### src/rtl/fetch_pkg.sv
// Shared types and constants for the fetch stage: FSM state encoding,
// the NOP bubble instruction and the sequential PC step.
package fetch_pkg;

    typedef enum logic [1:0] {
        REQ  = 2'd0,
        DROP = 2'd1,
        FULL = 2'd2
    } fetch_state_t;

    localparam logic [31:0] NOP_INSTR = 32'h0000_0013;
    localparam int unsigned PC_STEP   = 32'd4;

endpackage

### src/rtl/fetch_skid_buf.sv
// One-entry {instr, pc} holding register that absorbs a fetched instruction
// while the fetch/decode register is stalled.
module fetch_skid_buf
    import fetch_pkg::*;
#(
    parameter int DATA_WIDTH    = 32,
    parameter int ADDRESS_WIDTH = 32
) (
    input  logic                     clk,
    input  logic                     rst_n,
    input  logic                     load,
    input  logic                     unload,
    input  logic                     clear,
    input  logic [DATA_WIDTH-1:0]    instr_in,
    input  logic [ADDRESS_WIDTH-1:0] pc_in,
    output logic [DATA_WIDTH-1:0]    instr,
    output logic [ADDRESS_WIDTH-1:0] pc,
    output logic                     full
);

    logic [DATA_WIDTH-1:0]    instr_r;
    logic [ADDRESS_WIDTH-1:0] pc_r;
    logic                     full_r;

    // Entry storage; a redirect clear wins over a simultaneous load or unload.
    always_ff @(posedge clk or negedge rst_n) begin
        if (!rst_n) begin
            instr_r <= '0;
            pc_r    <= '0;
            full_r  <= 1'b0;
        end else if (clear) begin
            full_r  <= 1'b0;
        end else if (load) begin
            instr_r <= instr_in;
            pc_r    <= pc_in;
            full_r  <= 1'b1;
        end else if (unload) begin
            full_r  <= 1'b0;
        end
    end

    assign instr = instr_r;
    assign pc    = pc_r;
    assign full  = full_r;

endmodule

### src/rtl/fetch_pc_unit.sv
// Fetch stage: owns the PC, talks req/ack to instruction memory and feeds the
// fetch/decode register. Optional perf counters under FETCH_PERF_CNT_EN.
module fetch_pc_unit
    import fetch_pkg::*;
#(
    parameter int                     ADDRESS_WIDTH = 32,
    parameter int                     DATA_WIDTH    = 32,
    parameter logic [ADDRESS_WIDTH-1:0] RESET_PC    = 32'h0000_0000
) (
    input  logic                     clk,
    input  logic                     rst_n,
    input  logic                     stallf,
    input  logic                     pcsrce,
    input  logic [ADDRESS_WIDTH-1:0] pctargete,
    output logic                     imem_req,
    output logic [ADDRESS_WIDTH-1:0] imem_addr,
    input  logic                     imem_ack,
    input  logic [DATA_WIDTH-1:0]    imem_rdata,
    output logic [DATA_WIDTH-1:0]    rd,
    output logic [ADDRESS_WIDTH-1:0] pcf,
    output logic [ADDRESS_WIDTH-1:0] pcplus4f,
    output logic                     validf
`ifdef FETCH_PERF_CNT_EN
    ,
    output logic [31:0]              fetch_count,
    output logic [31:0]              drop_count
`endif
);

    localparam logic [ADDRESS_WIDTH-1:0] STEP_S     = ADDRESS_WIDTH'(PC_STEP);
    localparam logic [ADDRESS_WIDTH-1:0] RESET_PC4  = RESET_PC + STEP_S;
    localparam logic [DATA_WIDTH-1:0]    NOP_S      = DATA_WIDTH'(NOP_INSTR);

    fetch_state_t             state_r, state_s;
    logic [ADDRESS_WIDTH-1:0] fetch_pc_r, fetch_pc_s;
    logic [ADDRESS_WIDTH-1:0] stale_pc_r, stale_pc_s;
    logic [DATA_WIDTH-1:0]    rd_r, rd_s;
    logic [ADDRESS_WIDTH-1:0] pcf_r, pcf_s;
    logic [ADDRESS_WIDTH-1:0] pcplus4f_r, pcplus4f_s;
    logic                     validf_r, validf_s;

    logic                     consume_s;
    logic                     drop_evt_s;
    logic                     skid_load_s, skid_unload_s, skid_clear_s;
    logic [DATA_WIDTH-1:0]    skid_instr_s;
    logic [ADDRESS_WIDTH-1:0] skid_pc_s;
    logic                     skid_full_s;

    assign consume_s = validf_r & ~stallf;

    fetch_skid_buf #(
        .DATA_WIDTH    (DATA_WIDTH),
        .ADDRESS_WIDTH (ADDRESS_WIDTH)
    ) u_skid (
        .clk      (clk),
        .rst_n    (rst_n),
        .load     (skid_load_s),
        .unload   (skid_unload_s),
        .clear    (skid_clear_s),
        .instr_in (imem_rdata),
        .pc_in    (fetch_pc_r),
        .instr    (skid_instr_s),
        .pc       (skid_pc_s),
        .full     (skid_full_s)
    );

    // Memory request bus is a pure function of the FSM state.
    always_comb begin
        imem_req  = 1'b0;
        imem_addr = fetch_pc_r;
        case (state_r)
            REQ: begin
                imem_req  = 1'b1;
                imem_addr = fetch_pc_r;
            end
            DROP: begin
                imem_req  = 1'b1;
                imem_addr = stale_pc_r;
            end
            FULL: begin
                imem_req  = 1'b0;
                imem_addr = fetch_pc_r;
            end
            default: begin
                imem_req  = 1'b0;
                imem_addr = fetch_pc_r;
            end
        endcase
    end

    // Next-state and next-output logic; redirect outranks ack and stall.
    always_comb begin
        state_s       = state_r;
        fetch_pc_s    = fetch_pc_r;
        stale_pc_s    = stale_pc_r;
        rd_s          = rd_r;
        pcf_s         = pcf_r;
        pcplus4f_s    = pcplus4f_r;
        validf_s      = consume_s ? 1'b0 : validf_r;
        skid_load_s   = 1'b0;
        skid_unload_s = 1'b0;
        skid_clear_s  = 1'b0;
        drop_evt_s    = 1'b0;
        if (pcsrce) begin
            fetch_pc_s   = pctargete;
            validf_s     = 1'b0;
            rd_s         = NOP_S;
            skid_clear_s = 1'b1;
            case (state_r)
                REQ: begin
                    if (imem_ack) begin
                        drop_evt_s = 1'b1;
                        state_s    = REQ;
                    end else begin
                        stale_pc_s = fetch_pc_r;
                        state_s    = DROP;
                    end
                end
                DROP: begin
                    drop_evt_s = imem_ack;
                    state_s    = DROP;
                end
                FULL:    state_s = REQ;
                default: state_s = REQ;
            endcase
        end else begin
            case (state_r)
                REQ: begin
                    if (imem_ack && (!validf_r || !stallf)) begin
                        rd_s       = imem_rdata;
                        pcf_s      = fetch_pc_r;
                        pcplus4f_s = fetch_pc_r + STEP_S;
                        validf_s   = 1'b1;
                        fetch_pc_s = fetch_pc_r + STEP_S;
                    end else if (imem_ack) begin
                        skid_load_s = 1'b1;
                        fetch_pc_s  = fetch_pc_r + STEP_S;
                        state_s     = FULL;
                    end else begin
                        state_s = REQ;
                    end
                end
                FULL: begin
                    if (!stallf) begin
                        rd_s          = skid_instr_s;
                        pcf_s         = skid_pc_s;
                        pcplus4f_s    = skid_pc_s + STEP_S;
                        validf_s      = skid_full_s;
                        skid_unload_s = 1'b1;
                        state_s       = REQ;
                    end else begin
                        state_s = FULL;
                    end
                end
                DROP: begin
                    if (imem_ack) begin
                        drop_evt_s = 1'b1;
                        state_s    = REQ;
                    end else begin
                        state_s = DROP;
                    end
                end
                default: state_s = REQ;
            endcase
        end
    end

    // State, PC and fetch/decode-facing output registers.
    always_ff @(posedge clk or negedge rst_n) begin
        if (!rst_n) begin
            state_r    <= REQ;
            fetch_pc_r <= RESET_PC;
            stale_pc_r <= RESET_PC;
            rd_r       <= NOP_S;
            pcf_r      <= RESET_PC;
            pcplus4f_r <= RESET_PC4;
            validf_r   <= 1'b0;
        end else begin
            state_r    <= state_s;
            fetch_pc_r <= fetch_pc_s;
            stale_pc_r <= stale_pc_s;
            rd_r       <= rd_s;
            pcf_r      <= pcf_s;
            pcplus4f_r <= pcplus4f_s;
            validf_r   <= validf_s;
        end
    end

    assign rd       = rd_r;
    assign pcf      = pcf_r;
    assign pcplus4f = pcplus4f_r;
    assign validf   = validf_r;

`ifdef FETCH_PERF_CNT_EN
    logic [31:0] fetch_count_r;
    logic [31:0] drop_count_r;

    // Free-running wrap-around event counters.
    always_ff @(posedge clk or negedge rst_n) begin
        if (!rst_n) begin
            fetch_count_r <= 32'd0;
            drop_count_r  <= 32'd0;
        end else begin
            fetch_count_r <= fetch_count_r + {31'd0, consume_s};
            drop_count_r  <= drop_count_r + {31'd0, drop_evt_s};
        end
    end

    assign fetch_count = fetch_count_r;
    assign drop_count  = drop_count_r;
`endif

endmodule

### config.mk
export PLATFORM = sky130hd
export DESIGN_NAME = fetch_pc_unit
export DESIGN_NICKNAME = d
export VERILOG_FILES = /design/src/rtl/fetch_pkg.sv /design/src/rtl/fetch_skid_buf.sv /design/src/rtl/fetch_pc_unit.sv
export SDC_FILE = /design/constraint.sdc
export NUM_CORES = 1
export LEC_CHECK = 0
export CORE_ASPECT_RATIO = 1.25
export CORE_MARGIN = 4
export CORE_UTILIZATION = 40
export DETAILED_ROUTE_END_ITERATION = 16
export PLACE_DENSITY = 0.72
export RECOVER_POWER = 25
export SKIP_LAST_GASP = 1
export SLEW_MARGIN = 40
export SYNTH_ARGS = -nofsm -noshare
export SYNTH_HDL_FRONTEND = slang
export SYNTH_SLANG_ARGS = --single-unit
### constraint.sdc
create_clock -name clk -period 4.8 [get_ports clk]
set_clock_uncertainty 0.15 [all_clocks]
set_input_delay 0.48 -clock clk [delete_from_list [all_inputs] [get_ports clk]]
set_output_delay 0.48 -clock clk [all_outputs]
set_load 0.05 [all_outputs]
After elaboration in Yosys (flattened, before gate mapping) --
Cells that the tools add are included.
Storage, ports and cells: word-level logic and storage cells 79, output and inout bits 130, flip-flop bits (word level) 228
Cells by class: equality and inequality tests 7, bitwise operators 5, reduce and logical (&&, ||, !) cells 16, muxes and demuxes 39, $add $sub $neg 2
Operator list (count):
- $mux 32 | 12
- $pmux 32 s2 | 3
- $add 32x3->32 const B | 2
- $mux 1 | 17
- $ne 3x3->1 const B | 3
- $reduce_bool 3->1 | 3
- $mux 2 | 4
- $pmux 2 s3 | 1
- $reduce_and 3->1 | 2
- $ne 2x2->1 const B | 2
- $not 1->1 | 4
- $pmux 1 s2 | 2
- $reduce_and 2->1 | 2
- $reduce_and 4->1 | 1
- $reduce_bool 2->1 | 2
- $eq 2x1->1 const B | 1
- $eq 2x2->1 const B | 1
- $logic_not 1->1 | 2
- $logic_not 2->1 | 1
- $reduce_or 2->1 | 1
- $and 1x1->1 | 1
- $logic_and 1x1->1 | 1
- $logic_or 1x1->1 | 1

Longest topological paths before layout --
word-level depth 8, depth in mapped cells 8

By module --
From an unflattened synthesis, not the netlist that was laid out.
Second synthesis, totals: cell total of the unflattened synthesis 1053, area total of the unflattened synthesis 11636.2 µm²
By module, submodules not included:
- fetch_pc_unit | area each 8894.8 µm², cells an instance 913, instances 1
- fetch_skid_buf | area each 2741.4 µm², cells an instance 140, instances 1

Worst setup path before layout --
No wires, ideal clock.
path kind flip-flop to flip-flop, start point reg state_r[1], end point reg u_skid.pc_r[10], in the netlist u_skid.pc[10], required time 4.525 ns, setup slack 2.309 ns, clock period less this slack 2.491 ns, stages on the path, launching flop included 8, path buffers 3, setup time 0.125 ns, data arrival time 2.216 ns, cells stage by stage dfrtp_1 > buf_2 > inv_1 > nand3b_1 > nor3_2 > buf_2 > buf_4 > mux2_2
On the way: cells in the longest elaborated chain, start to end 4
RTL lines:
- start: declaration | RTL line fetch_pc_unit.sv:34 | fetch_state_t state_r, state_s;
- start signal: assignment | RTL line fetch_pc_unit.sv:179 | state_r <= state_s;
- $logic_not 2->1 | RTL line fetch_pc_unit.sv:127 | case (state_r)
- $mux 1 | RTL line fetch_pc_unit.sv:127
- $mux 1 | RTL line fetch_pc_unit.sv:104 | if (pcsrce) begin
- $reduce_and 2->1 (no line)
- end signal: assignment | RTL line fetch_skid_buf.sv:35 | pc_r <= pc_in;
- end: declaration | RTL line fetch_skid_buf.sv:22 | logic [ADDRESS_WIDTH-1:0] pc_r;
Every way passes these cells. A chain may end at the register's enable or synchronous reset.

Worst setup path after layout --
start point reg state_r[0], end point out imem_addr[19]
On the way: cells in the longest elaborated chain, start to end 2
RTL lines:
- $eq 2x1->1 | RTL line fetch_pc_unit.sv:71 | case (state_r)
- $mux 32 | RTL line fetch_pc_unit.sv:71
- end: declaration | RTL line fetch_pc_unit.sv:16 | output logic [ADDRESS_WIDTH-1:0] imem_addr,
Every way passes these cells.

==> impl_metrics.json <==
{
  "yosysTopAreaCell": "dfrtp_1",
  "grt_overflow": 0,
  "rsz0062_at_grt": "no",
  "cts_max_path_buffers": 3,
  "final_util": 0.513,
  "syn_area_um2": 11400,
  "ys_ff_latch": 226,
  "setup_viol": 0,
  "p_sw_mw": 2.41,
  "cts.sinks": 226,
  "timing.rr.end": "pcplus4f[16]",
  "rr_startpoint": "state_r[1]",
  "place.gp.congestion": 0.827,
  "place.detailed.hpwl_mm": 21.0,
  "comb_power_share": 0.322,
  "cts_buffers": 24,
  "ys_seq_area_frac": 0.497,
  "grt_max_degree": 103,
  "p_leak_nw": 5.80,
  "setup_tns_ns": 0,
  "grt_pass1_wl_mm": 50.0,
  "route.detailed.drc": 0,
  "powerDensity_nw_per_um2": 464,
  "cts_tree": "done",
  "ys_top_cells_by_area": "dfrtp_1 (49%), mux2_2 (12%), nand2_1 (7.3%), xnor2_1 (3.6%), xor2_1 (2.6%)",
  "wire_per_inst_um": 19.1,
  "core_area_um2": 27800,
  "fin_nets": 1323,
  "cp-startpoint": "state_r[0]",
  "initialDrtViolationCount": 461,
  "cp_top_family": "buffers and inverters",
  "antenna_left": 0,
  "endpoint": "imem_addr[19]",
  "synthArstFlopShare": 1.00,
  "cp.arrival_ns": 3.12,
  "area_delta_synth_final_pct": 25.4,
  "critical_path_buf_inv_count": 2,
  "violations": "max-capacitance violations, max-slew violations",
  "r2r_cells": 5,
  "die_h_um": 197,
  "pin_count": 199,
  "relSlewSlack": -1.05,
  "worstPathRequired_ns": 4.17,
  "hold_class": "register to register",
  "grt_pass1_vias": 8847,
  "ir_worst_vdd_uv": 288,
  "fmax_mhz": 267,
  "ys.warnings.count": 0,
  "worst_pin_slew_ns": 3.07,
  "synth-edff-count": 0,
  "synthTopCellsByCount": "dfrtp_1 (222), nand2_1 (222), mux2_2 (125)",
  "slowest_delay_ns": 0.71,
  "wl_mm": 30.9,
  "path_cells": "nor2b_4 > buf_8 > mux2_2 > clkdlybuf4s50_1",
  "maxSlewViolCount": 52,
  "drive_above_1_share": 0.159,
  "post_cts_resized": 0,
  "critical_path_class": "register to output pin",
  "final.min_clock_period_ns": 3.75,
  "dieArea_um2": 31200,
  "outcome": "finished with violations",
  "fp.dieW_um": 159,
  "drv_cap": 1,
  "finalHoldViolCount": 0,
  "synth_nets": 1190,
  "clk_pin_slew_worst_paths_ns": 0.06,
  "r2r_setup_slack_ns": 1.89,
  "port_buffers": 198,
  "rows": 68,
  "diodes": 0,
  "crit_path_start_kind": "register",
  "critPathMaxFanout": 21,
  "p_clk_frac": 0.282,
  "cellInternalPower_mw": 4.22,
  "period_share": 0.782,
  "postSynthAreaPerCell_um2": 10.2,
  "seq_power_share": 0.396,
  "grt_use_total": 0.195,
  "vias": 8831,
  "initial_core_util": 0.409,
  "syn_inst": 1119,
  "cp_num_cells": 4,
  "yosys.area.top_type_share": 0.488,
  "grt_antenna_before_repair": 0,
  "n_fill_cell": 2486,
  "cp_slowest_cell": "clkdlybuf4s50_1",
  "clockRootBuffer": "clkbuf_16",
  "clock_latency_ns": 0.51,
  "drt-vias-per-instance": 5.45,
  "synth_top_flop_cell": "dfrtp_1",
  "h-tree-depth": 1,
  "swShare": 0.363,
  "synthDistinctLibCells": 55,
  "endpoint_kind": "output pin",
  "firstDrtPassIters": 5
}
layer usage:
metal | vias to the layer above | routed length [um] | GRT usage
met5 | - | 0 | 0
met4 | 0 | 562 | 0.0479
met3 | 40 | 1440 | 0.0266
met2 | 242 | 15500 | 0.341
met1 | 4377 | 13500 | 0.259
li1 | 4172 | - | -
worst reg2reg max path, stage by stage (launching register included):
cell,delay [ns]
dfrtp_1,0.52
o21a_1,0.32
nor4_4,0.23
buf_4,0.59
nand2_1,0.63
o221ai_1,0.39
metrics by stage:
step | std cells | power, mW | worst slack [ns] | hold slack (ns) | cell area [um2]
after floorplan | 1119 | 4.02 | 2.31 | 0.0344 | 11400
after global placement | 1573 | 4.76 | 1.42 | 0.307 | 13400
after global routing | 1620 | 6.94 | 0.649 | 0.346 | 14300
after CTS | 1620 | 6.70 | 0.979 | 0.332 | 14300
final | 1620 | 6.63 | 1.05 | 0.328 | 14300
after detailed placement | 1575 | 4.80 | 1.44 | 0.284 | 13500
state kept, by name (all words and copies together), names as in the netlist:
name          cells
u_skid.pc        32
pcf              32
stale_pc_r       32
rd               32
state_r           2
validf            1
u_skid.full       1
u_skid.instr     32
fetch_pc_r       32
pcplus4f         30
what timing repair did:
action,CTS,global route
hold buffers,1,0
setup buffers,0,0
hold endpoints to repair,51,0
setup endpoints to repair,0,0
placed cells by master (no fill, tap or decap), drive strengths merged, types with 2 or more instances in the layout:
cell,n
o21a,2
o211ai,2
nand3b,2
nand2,223
mux2,128
o21ai,45
nand4,20
xor2,34
or3,3
nor2,79
a311oi,29
a31oi,32
and2,4
clkdlybuf4s50,196
a21oi,7
buf,14
clkinv,4
nor2b,2
a221o,4
dfrtp,222
ha,2
inv,4
bufinv,2
and4,11
mux2i,6
clkbuf,39
nand2b,3
nor3,15
nand3,30
and3,7
nor4,19
o221ai,15
dfstp,4
xnor2,47
or4,3
final cells by class:
| cell class | count | area (um2) | share of cell area |
|---|---|---|---|
| sequential | 226 | 5660 | 0.397 |
| multi-input combinational | 784 | 5240 | 0.367 |
| timing repair buffer | 212 | 2120 | 0.149 |
| clock buffer | 38 | 714 | 0.0501 |
| tap | 350 | 438 | 0.0307 |
| clock inverter | 6 | 80.1 | 0.00561 |
| inverter | 4 | 15.0 | 0.00105 |
power groups by stage:
stage / clock (mW) / sequential, mW / combinational [mW]
after floorplan: 0 / 3.08 / 0.937
final: 1.87 / 2.63 / 2.13
after global placement: 0 / 2.64 / 2.12
after CTS: 1.92 / 2.62 / 2.16
after global routing: 2.00 / 2.68 / 2.26
after detailed placement: 0 / 2.65 / 2.15
worst min path at each step:
| stage | cells after the start | from | endpoint | slack [ns] |
|---|---|---|---|---|
| global placement | 2 | pcplus4f[2] | pcplus4f[2] | 0.31 |
| detailed placement | 1 | rst_n | stale_pc_r[19] | 0.28 |
| CTS | 2 | rst_n | stale_pc_r[19] | 0.33 |
| floorplan | 0 | rst_n | fetch_pc_r[0] | 0.03 |
| finish | 2 | pcplus4f[2] | pcplus4f[2] | 0.33 |
| global route | 2 | pcplus4f[2] | pcplus4f[2] | 0.35 |
cell families after synthesis:
kind of cell / count (synthesis) / share of synthesized area
XOR/XNOR: 81 / 0.0623
AO/OA/AOI/OAI: 142 / 0.0846
flip-flops: 226 / 0.497
adder cells (fa/ha/maj): 2 / 0.00220
buffers and inverters: 109 / 0.0474
AND/OR/NAND/NOR: 425 / 0.174
multiplexers: 134 / 0.132
Power figures use the tool's default switching activity.
